## src/rtl/instr_fetch_unit.sv

```systemverilog
// Fetch PC owner: issues imem word reads and queues returned instructions with their PC for decode.
// Latency: gnt in cycle t, rvalid in t+1, if_valid in t+2 (registered queue, no bypass).
// Backpressure: credits (queued + outstanding + stale) cap requests at DEPTH; a redirect masks req and if_valid.
module instr_fetch_unit #(
    parameter int              XLEN     = 32,
    parameter int              DEPTH    = 4,
    parameter logic [XLEN-1:0] RESET_PC = '0
) (
    input  logic            clk,
    input  logic            rst,
    input  logic            redirect_valid,
    input  logic [XLEN-1:0] redirect_pc,
    output logic            imem_req,
    output logic [XLEN-1:0] imem_addr,
    input  logic            imem_gnt,
    input  logic            imem_rvalid,
    input  logic [31:0]     imem_rdata,
    output logic            if_valid,
    input  logic            if_ready,
    output logic [31:0]     if_instr,
    output logic [XLEN-1:0] if_pc
);
    localparam int AW = $clog2(DEPTH);
    localparam int CW = AW + 1;
    localparam int UW = CW + 2;

    typedef enum logic {RUN, FLUSH} state_e;

    state_e          state_q;
    logic [XLEN-1:0] fetch_pc_q, fetch_pc_d;
    logic [XLEN-1:0] resp_pc_q, resp_pc_d;
    logic [CW-1:0]   count_q, count_d;
    logic [CW-1:0]   outst_q, outst_d;
    logic [CW-1:0]   discard_q, discard_d;
    logic [AW-1:0]   head_q, head_d;
    logic [AW-1:0]   tail_q, tail_d;
    logic [31:0]     instr_mem_q [DEPTH];
    logic [XLEN-1:0] pc_mem_q    [DEPTH];

    logic [UW-1:0]   used;
    logic            grant;
    logic            drop;
    logic            push;
    logic            pop;

    // Credit check and handshake decode; reset gates req so it falls the instant rst drops.
    always_comb begin
        used      = UW'(count_q) + UW'(outst_q) + UW'(discard_q);
        imem_req  = rst && !redirect_valid && (used < UW'(DEPTH));
        imem_addr = fetch_pc_q;
        grant     = imem_req && imem_gnt;
        drop      = imem_rvalid && (state_q == FLUSH);
        push      = imem_rvalid && (state_q == RUN) && !redirect_valid;
        if_valid  = (count_q != '0) && !redirect_valid;
        pop       = if_valid && if_ready;
        if_instr  = instr_mem_q[head_q];
        if_pc     = pc_mem_q[head_q];
    end

    // Next-state for PCs, credit counters and queue pointers; a redirect overrides everything.
    always_comb begin
        fetch_pc_d = fetch_pc_q;
        resp_pc_d  = resp_pc_q;
        count_d    = count_q;
        outst_d    = outst_q;
        discard_d  = discard_q;
        head_d     = head_q;
        tail_d     = tail_q;
        if (redirect_valid) begin
            fetch_pc_d = redirect_pc;
            resp_pc_d  = redirect_pc;
            count_d    = '0;
            head_d     = '0;
            tail_d     = '0;
            outst_d    = '0;
            // Everything still owed by memory becomes stale, less the response landing now.
            discard_d  = discard_q + outst_q - CW'(imem_rvalid);
        end else begin
            if (grant) begin
                fetch_pc_d = fetch_pc_q + XLEN'(1);
            end
            if (drop) begin
                discard_d = discard_q - CW'(1);
            end
            if (push) begin
                resp_pc_d = resp_pc_q + XLEN'(1);
                tail_d    = tail_q + AW'(1);
            end
            if (pop) begin
                head_d = head_q + AW'(1);
            end
            outst_d = outst_q + CW'(grant) - CW'(push);
            count_d = count_q + CW'(push) - CW'(pop);
        end
    end

    // RUN/FLUSH tracker: FLUSH while stale responses remain to be dropped.
    always_ff @(posedge clk or negedge rst) begin
        if (!rst) begin
            state_q <= RUN;
        end else begin
            state_q <= (discard_d != '0) ? FLUSH : RUN;
        end
    end

    // Architectural state registers.
    always_ff @(posedge clk or negedge rst) begin
        if (!rst) begin
            fetch_pc_q <= RESET_PC;
            resp_pc_q  <= RESET_PC;
            count_q    <= '0;
            outst_q    <= '0;
            discard_q  <= '0;
            head_q     <= '0;
            tail_q     <= '0;
        end else begin
            fetch_pc_q <= fetch_pc_d;
            resp_pc_q  <= resp_pc_d;
            count_q    <= count_d;
            outst_q    <= outst_d;
            discard_q  <= discard_d;
            head_q     <= head_d;
            tail_q     <= tail_d;
        end
    end

    // Queue storage: instruction and its PC written together at the tail.
    always_ff @(posedge clk or negedge rst) begin
        if (!rst) begin
            for (int i = 0; i < DEPTH; i++) begin
                instr_mem_q[i] <= '0;
                pc_mem_q[i]    <= '0;
            end
        end else if (push) begin
            instr_mem_q[tail_q] <= imem_rdata;
            pc_mem_q[tail_q]    <= resp_pc_q;
        end
    end

    // Credits must keep the queue from ever overflowing.
    always_ff @(posedge clk) begin
        if (rst) begin
            assert (!(push && (count_q == CW'(DEPTH))));
        end
    end
endmodule
```

## config.mk

```make
export PLATFORM = sky130hd
export DESIGN_NAME = instr_fetch_unit
export DESIGN_NICKNAME = d
export VERILOG_FILES = /design/src/rtl/instr_fetch_unit.sv
export SDC_FILE = /design/constraint.sdc
export NUM_CORES = 1
export LEC_CHECK = 0
export ABC_AREA = 1
export CAP_MARGIN = 0
export CORE_MARGIN = 3
export CORE_UTILIZATION = 23
export CTS_CLUSTER_SIZE = 40
export DETAILED_ROUTE_END_ITERATION = 12
export SETUP_SLACK_MARGIN = 0.1
export SLEW_MARGIN = 20
export SYNTH_ARGS = -nofsm -noshare
export SYNTH_HDL_FRONTEND = slang
export SYNTH_SLANG_ARGS = --single-unit
```

## constraint.sdc

```tcl
create_clock -name clk -period 4.34 [get_ports clk]
set_input_delay 0.868 -clock clk [delete_from_list [all_inputs] [get_ports clk]]
set_output_delay 0.868 -clock clk [all_outputs]
set_load 0.005 [all_outputs]
```

# --- Word level (Yosys, flattened, before mapping) ---
# Cells that the tools add are included.
totals:
  regBits: 334
  in_bits: 70
  output_inout_bits: 98
  word_cells: 74
classes:
  n_addsub: 13
  n_lt_le_gt_ge: 4
  n_mux: 23
  bitwise: 3
  reduce_logical: 15
ops:
  columns: ["operator", "n"]
  rows:
  - ["32-bit 2-to-1 mux", 9]
  - ["128-bit bitwise mux", 2]
  - ["32-bit binary-select mux with 2-bit select", 2]
  - ["32-bit by 1-bit adder with 32-bit output (second input constant)", 2]
  - ["32-bit demux with 2-bit select", 1]
  - ["3-bit 2-to-1 mux", 4]
  - ["1-bit logical AND", 9]
  - ["3-bit by 1-bit subtractor with 3-bit output", 3]
  - ["2-bit 2-to-1 mux", 4]
  - ["3-bit by 1-bit adder with 3-bit output", 2]
  - ["3-bit >= comparator (second input constant)", 2]
  - ["2-bit NOT with 3-bit output", 2]
  - ["2-bit nonzero test", 3]
  - ["3-bit nonzero test", 2]
  - ["4-bit by 3-bit adder with 5-bit output", 1]
  - ["5-bit by 3-bit less-than comparator with 1-bit output (second input constant)", 1]
  - ["2-bit by 1-bit adder with 2-bit output (second input constant)", 2]
  - ["3-bit by 3-bit adder with 4-bit output", 1]
  - ["3-bit adder", 1]
  - ["3-bit by 1-bit less-than comparator with 1-bit output (second input constant)", 1]
  - ["3-bit by 1-bit subtractor with 3-bit output (second input constant)", 1]
  - ["1-bit logical NOT", 1]
  - ["1-bit 2-to-1 mux", 1]
  - ["1-bit NOT", 1]

# --- Depth between registers and ports, before layout ---
depth:
  word_depth: 8
  ltp_mapped: 17
  ltp_nobuf: 16

# --- Worst setup path before layout ---
# OpenSTA, ideal clock, no wires.
synth_timing:
  path_kind: "register to register"
  start: "register outst_q[1]"
  end: "register outst_q[2]"
  setup_ns: 0.132
  arrival_ns: 3.172
  t_required_ns: 4.208
  setup_slack_ns: 1.036
  path_stages_with_launch: 17
  path_buffers: 1
  synth_period_minus_slack_ns: 3.304
  path_cell_list: "dfrtp_1 -> inv_1 -> fa_1 -> a21oi_1 -> fa_1 -> nor2_4 -> nand2_2 -> a21oi_4 -> nand3_4 -> buf_2 -> ha_1 -> inv_1 -> ha_1 -> inv_1 -> fa_1 -> xor2_1 -> nor2_1"
synth_via:
  elab_chain_len: 8
synth_lines:
  columns: ["element", "line_no", "source"]
  rows:
  - ["from (decl)", "33", "logic [CW-1:0] outst_q, outst_d;"]
  - ["from (signal assigned)", "120", "outst_q <= outst_d;"]
  - ["3-bit by 3-bit adder with 4-bit output", "48", "used = UW'(count_q) + UW'(outst_q) + UW'(discard_q);"]
  - ["4-bit by 3-bit adder with 5-bit output", "48", null]
  - ["5-bit by 3-bit less-than comparator with 1-bit output", "49", "imem_req = rst && !redirect_valid && (used < UW'(DEPTH));"]
  - ["1-bit logical AND", "49", null]
  - ["1-bit logical AND", "51", "grant = imem_req && imem_gnt;"]
  - ["3-bit by 1-bit adder with 3-bit output *", "92", "outst_d = outst_q + CW'(grant) - CW'(push);"]
  - ["3-bit by 1-bit subtractor with 3-bit output *", "92", null]
  - ["3-bit 2-to-1 mux *", "69", "if (redirect_valid) begin"]
  - ["via outst_d[2]", "33", null]
# Mark *: on every way through the listed nets, which the timed path passes. The rest lies on a longest branch.
# A chain may end at the register's enable or synchronous reset.

# --- Final worst setup path ---
layout_timing:
  start: "register outst_q[1]"
  end: "output imem_req"
layout_via:
  elab_chain_len: 4
layout_lines:
  columns: ["element", "line_no", "source"]
  rows:
  - ["3-bit by 3-bit adder with 4-bit output", "48", null]
  - ["4-bit by 3-bit adder with 5-bit output", "48", null]
  - ["5-bit by 3-bit less-than comparator with 1-bit output", "49", null]
  - ["1-bit logical AND", "49", null]
  - ["to (decl)", "13", "output logic imem_req,"]
# No other way between the ends.

==> qor.txt <==
LOGIC SYNTHESIS
---------------------------------------------------------------------------------
Warning count from the yosys run                                                0
Sequential area share after synthesis                                       0.500
Syn nets                                                                     2179
Synthesized area per cell                                                8.00 µm²
Number of enable flip-flop cells after synthesis                                0
Leading area contributor after synthesis                                  dfrtp_1
Netlist area before placement                                           16700 µm²
Area contributors post-synth                                         dfrtp_1 50%, nand2_1 13%, o21ai_1 7.9%, nor2_1 5.1%, o21ai_0 4.8%
Primary FF master, synth                                                  dfrtp_1
Flip-flop and latch count after synthesis                                     334
Portion of synthesized cell area occupied by the leading cell type          0.500
Share of synthesized flip-flops with an asynchronous set or reset            1.00
Post-synthesis instance total                                                2087
Number of different library cells in the post-synthesis netlist                38

PLACE
---------------------------------------------------------------------------------
Estimated wirelength of the detail-placed design                          33.4 mm
# port buffers                                                                167
GPL Wtd Cong                                                                0.867
Post-Place Setup Slack                                                   0.779 ns

POWER AND IR DROP
---------------------------------------------------------------------------------
P per Cell Area                                                        568 nW/µm²
Worst supply voltage drop on vdd                                         0.328 mV
Final total power                                                         11.6 mW
Leakage Power                                                             9.21 nW

DIE
---------------------------------------------------------------------------------
Initial Utilization                                                         0.233
I/O pin count                                                                 168
Die span in y                                                              275 µm
Horizontal extent of the die                                               275 µm
Total Die Area                                                          75900 µm²
Number of cell rows                                                            98
Core region area                                                        71700 µm²

CTS
---------------------------------------------------------------------------------
Root buffer cell                                                        clkbuf_16
Clock Pin Slew Worst Setup and Hold Paths                                 0.06 ns
CTS tree                                                                      yes
Clock H-tree levels                                                             2
Number of CTS-inserted buffers                                                 40
Clock tree buffer depth                                                         3
Number of clock sinks seen by CTS                                             334
CTS hold repair buffers                                                         0
Clk Latency, worst-skew pair                                              0.57 ns

TIMING
---------------------------------------------------------------------------------
Post-route minimum period                                                 4.04 ns
Unrepaired setup endpoints after global routing                                no
Final Skew                                                              0.0206 ns
Crit share post-route                                                       0.931
Setup slack after layout                                                 0.298 ns
Count of endpoints failing hold in the final timing report                      0
Setup-violating endpoint count in the final report                              0
Achievable clock frequency                                                247 MHz
Final slew viol count                                                           0
Final-layout setup total negative slack                                      0 ns
Tightest Pin Transition                                                  0.952 ns
Relative slew margins                                                       0.365

SETUP PATH
---------------------------------------------------------------------------------
Largest delay contributor family on the critical path                 adder cells
Path depth of the worst reg2reg path                                           15
Cells along the critical path                                        inv_2, fa_1, a21oi_2, fa_1, nor2_4, nand2_2, a21oi_4, nand2_4, inv_1, clkdlybuf4s50_1
Required time of the worst setup path                                     3.47 ns
Setup CP Type                                                          reg -> out
Top fanout value on the critical path                                           3
Slowest stage cell on the critical path                                      fa_1
Type of element launching the critical path                             flip-flop
Most common cell on crit path                                                fa_1
CP max stage delay                                                        0.49 ns
Critical Path Sink Type                                              primary output
Worst Path Buf+Inv                                                              3
Crit path depth                                                                10
Data arrival time of the critical path                                    3.17 ns

DETAILED ROUTING
---------------------------------------------------------------------------------
TritonRoute pass-1 iters                                                        5
Number of vias in the routed layout                                         14361
Post-route ant nets                                                             0
Via count normalized by instance count                                       4.51
Avg WL per Cell                                                           15.8 µm
DRC violation count after routing                                               0
Wirelength, routed                                                        50.3 mm
Initial drt markers                                                          1364

GLOBAL ROUTE
---------------------------------------------------------------------------------
Number of global-route vias before repair                                   13460
Global-route wire length before repair                                    78.9 mm
Total Routing Usage GR                                                      0.131
Final global-route overflow total                                               0
Maximum number of pins on one net before global-route repair                  129
Antenna violations before repair                                                0

FINISH
---------------------------------------------------------------------------------
Share of layout cells above drive strength 1                               0.0609
Layout overhead on the synthesized area                                     22.8%
Filler Cell Count                                                            7781
Inserted Diodes                                                                 0
Net count reported at finish                                                 2295

WORST HOLD PATH
---------------------------------------------------------------------------------
Hold Crit Class                                                       in -> async

RUN STATUS
---------------------------------------------------------------------------------
Outcome                                                              complete, no violations

RUN
---------------------------------------------------------------------------------
Number of max-cap violations                                                    0

placed cells by master, fill, tap and decap left out, drive strengths merged:
master	Yosys	routed
a22oi	1	1
o21bai	6	6
dfrtp	334	334
nand4	8	8
o21ai	423	423
buf	80	25
o21a	4	4
o22ai	64	64
xor2	19	19
nand3	79	79
clkinvlp	0	3
clkdlybuf4s50	0	165
clkbuf	36	55
a31oi	3	3
fa	6	6
nor3	5	5
ha	16	16
a21oi	18	18
nand2	572	572
clkinv	0	6
o211ai	7	7
inv	142	145
xnor2	5	5
bufinv	0	4
nor2	245	245
o221ai	2	2
nand3b	12	12
cells in the mapped netlist (5+ instances only):
library cell  instances
clkbuf_1             36
ha_1                 16
o22ai_1              64
nand2_2              10
o211ai_1              7
dfrtp_1             334
a21oi_1              17
inv_2                 5
buf_4                19
nand2_1             560
o21ai_0             160
inv_1               136
nor2_2               12
xnor2_1               5
nand3_1              77
buf_2                40
o21bai_1              6
nand4_1               8
nor2_1              227
buf_6                19
fa_1                  6
nand3b_1             12
o21ai_1             263
xor2_1               19
area by class of cell:
type | instances | area (µm²) | area share
Clock buffer | 55 | 1140 | 0.0554
Clock inverter | 16 | 221 | 0.0108
Inverter | 142 | 538 | 0.0262
Multi-Input combinational cell | 1495 | 7140 | 0.348
Sequential cell | 334 | 8360 | 0.408
Tap cell | 950 | 1190 | 0.0579
Timing Repair Buffer | 190 | 1930 | 0.0942
metrics by stage:
stage	hold slack [ns]	instance area, µm²	util	instances
after floorplan	0.454	16700	-	2087
after global placement	0.466	19100	0.267	3110
after detailed placement	0.473	19100	0.267	3110
after CTS	0.125	20500	0.286	3181
after global routing	0.144	20500	0.286	3182
final	0.156	20500	0.286	3182
what timing repair did:
| action | CTS | global route |
|---|---|---|
| buffers inserted | 0 | 1 |
| endpoints found under the setup margin | 0 | 1 |
| resized for setup | 0 | 4 |
path summary, 6_finish.rpt:
kind / end / slack, ns / from
max: imem_req / 0.30 / outst_q[1]
min: imem_addr[5] / 0.16 / rst
max reg2reg: outst_q[2] / 1.02 / outst_q[1]
min reg2reg: pc_mem_q[59] / 0.48 / pc_mem_q[59]
max in group asynchronous: instr_mem_q[110] / 2.15 / rst
min in group clk: pc_mem_q[59] / 0.48 / pc_mem_q[59]
cells by family (layout without fill, tap and decap cells):
| group | Yosys count | in the layout | share of synthesized area |
|---|---|---|---|
| AND/OR/NAND/NOR | 921 | 921 | 0.227 |
| AO/OA/AOI/OAI | 528 | 528 | 0.167 |
| flip-flops | 334 | 334 | 0.500 |
| buffers and inverters | 258 | 403 | 0.0739 |
| XOR/XNOR | 24 | 24 | 0.0126 |
| adder cells (fa/ha/maj) | 22 | 22 | 0.0192 |
registers in the layout, indices dropped and copies added, names as in the netlist:
name	cells
state_q	1
instr_mem_q	128
outst_q	3
imem_addr	32
count_q	3
resp_pc_q	32
head_q	2
pc_mem_q	128
tail_q	2
discard_q	3
routing by layer:
layer / wire [µm] / GRT usage / up-vias
met3: 3160 / 0.0273 / 55
met5: 0 / 0 / -
met2: 21800 / 0.197 / 373
met1: 24400 / 0.192 / 6824
li1: - / - / 7109
met4: 929 / 0.0320 / 0
power by group:
| group | switching (mW) | internal (mW) | total, mW |
|---|---|---|---|
| Sequential | 0.456 | 3.71 | 4.17 |
| Clock | 1.39 | 2.09 | 3.48 |
| Combinational | 2.11 | 1.89 | 4.00 |
| Total | 3.96 | 7.69 | 11.6 |
No activity file was read; power rests on OpenSTA's default activity.
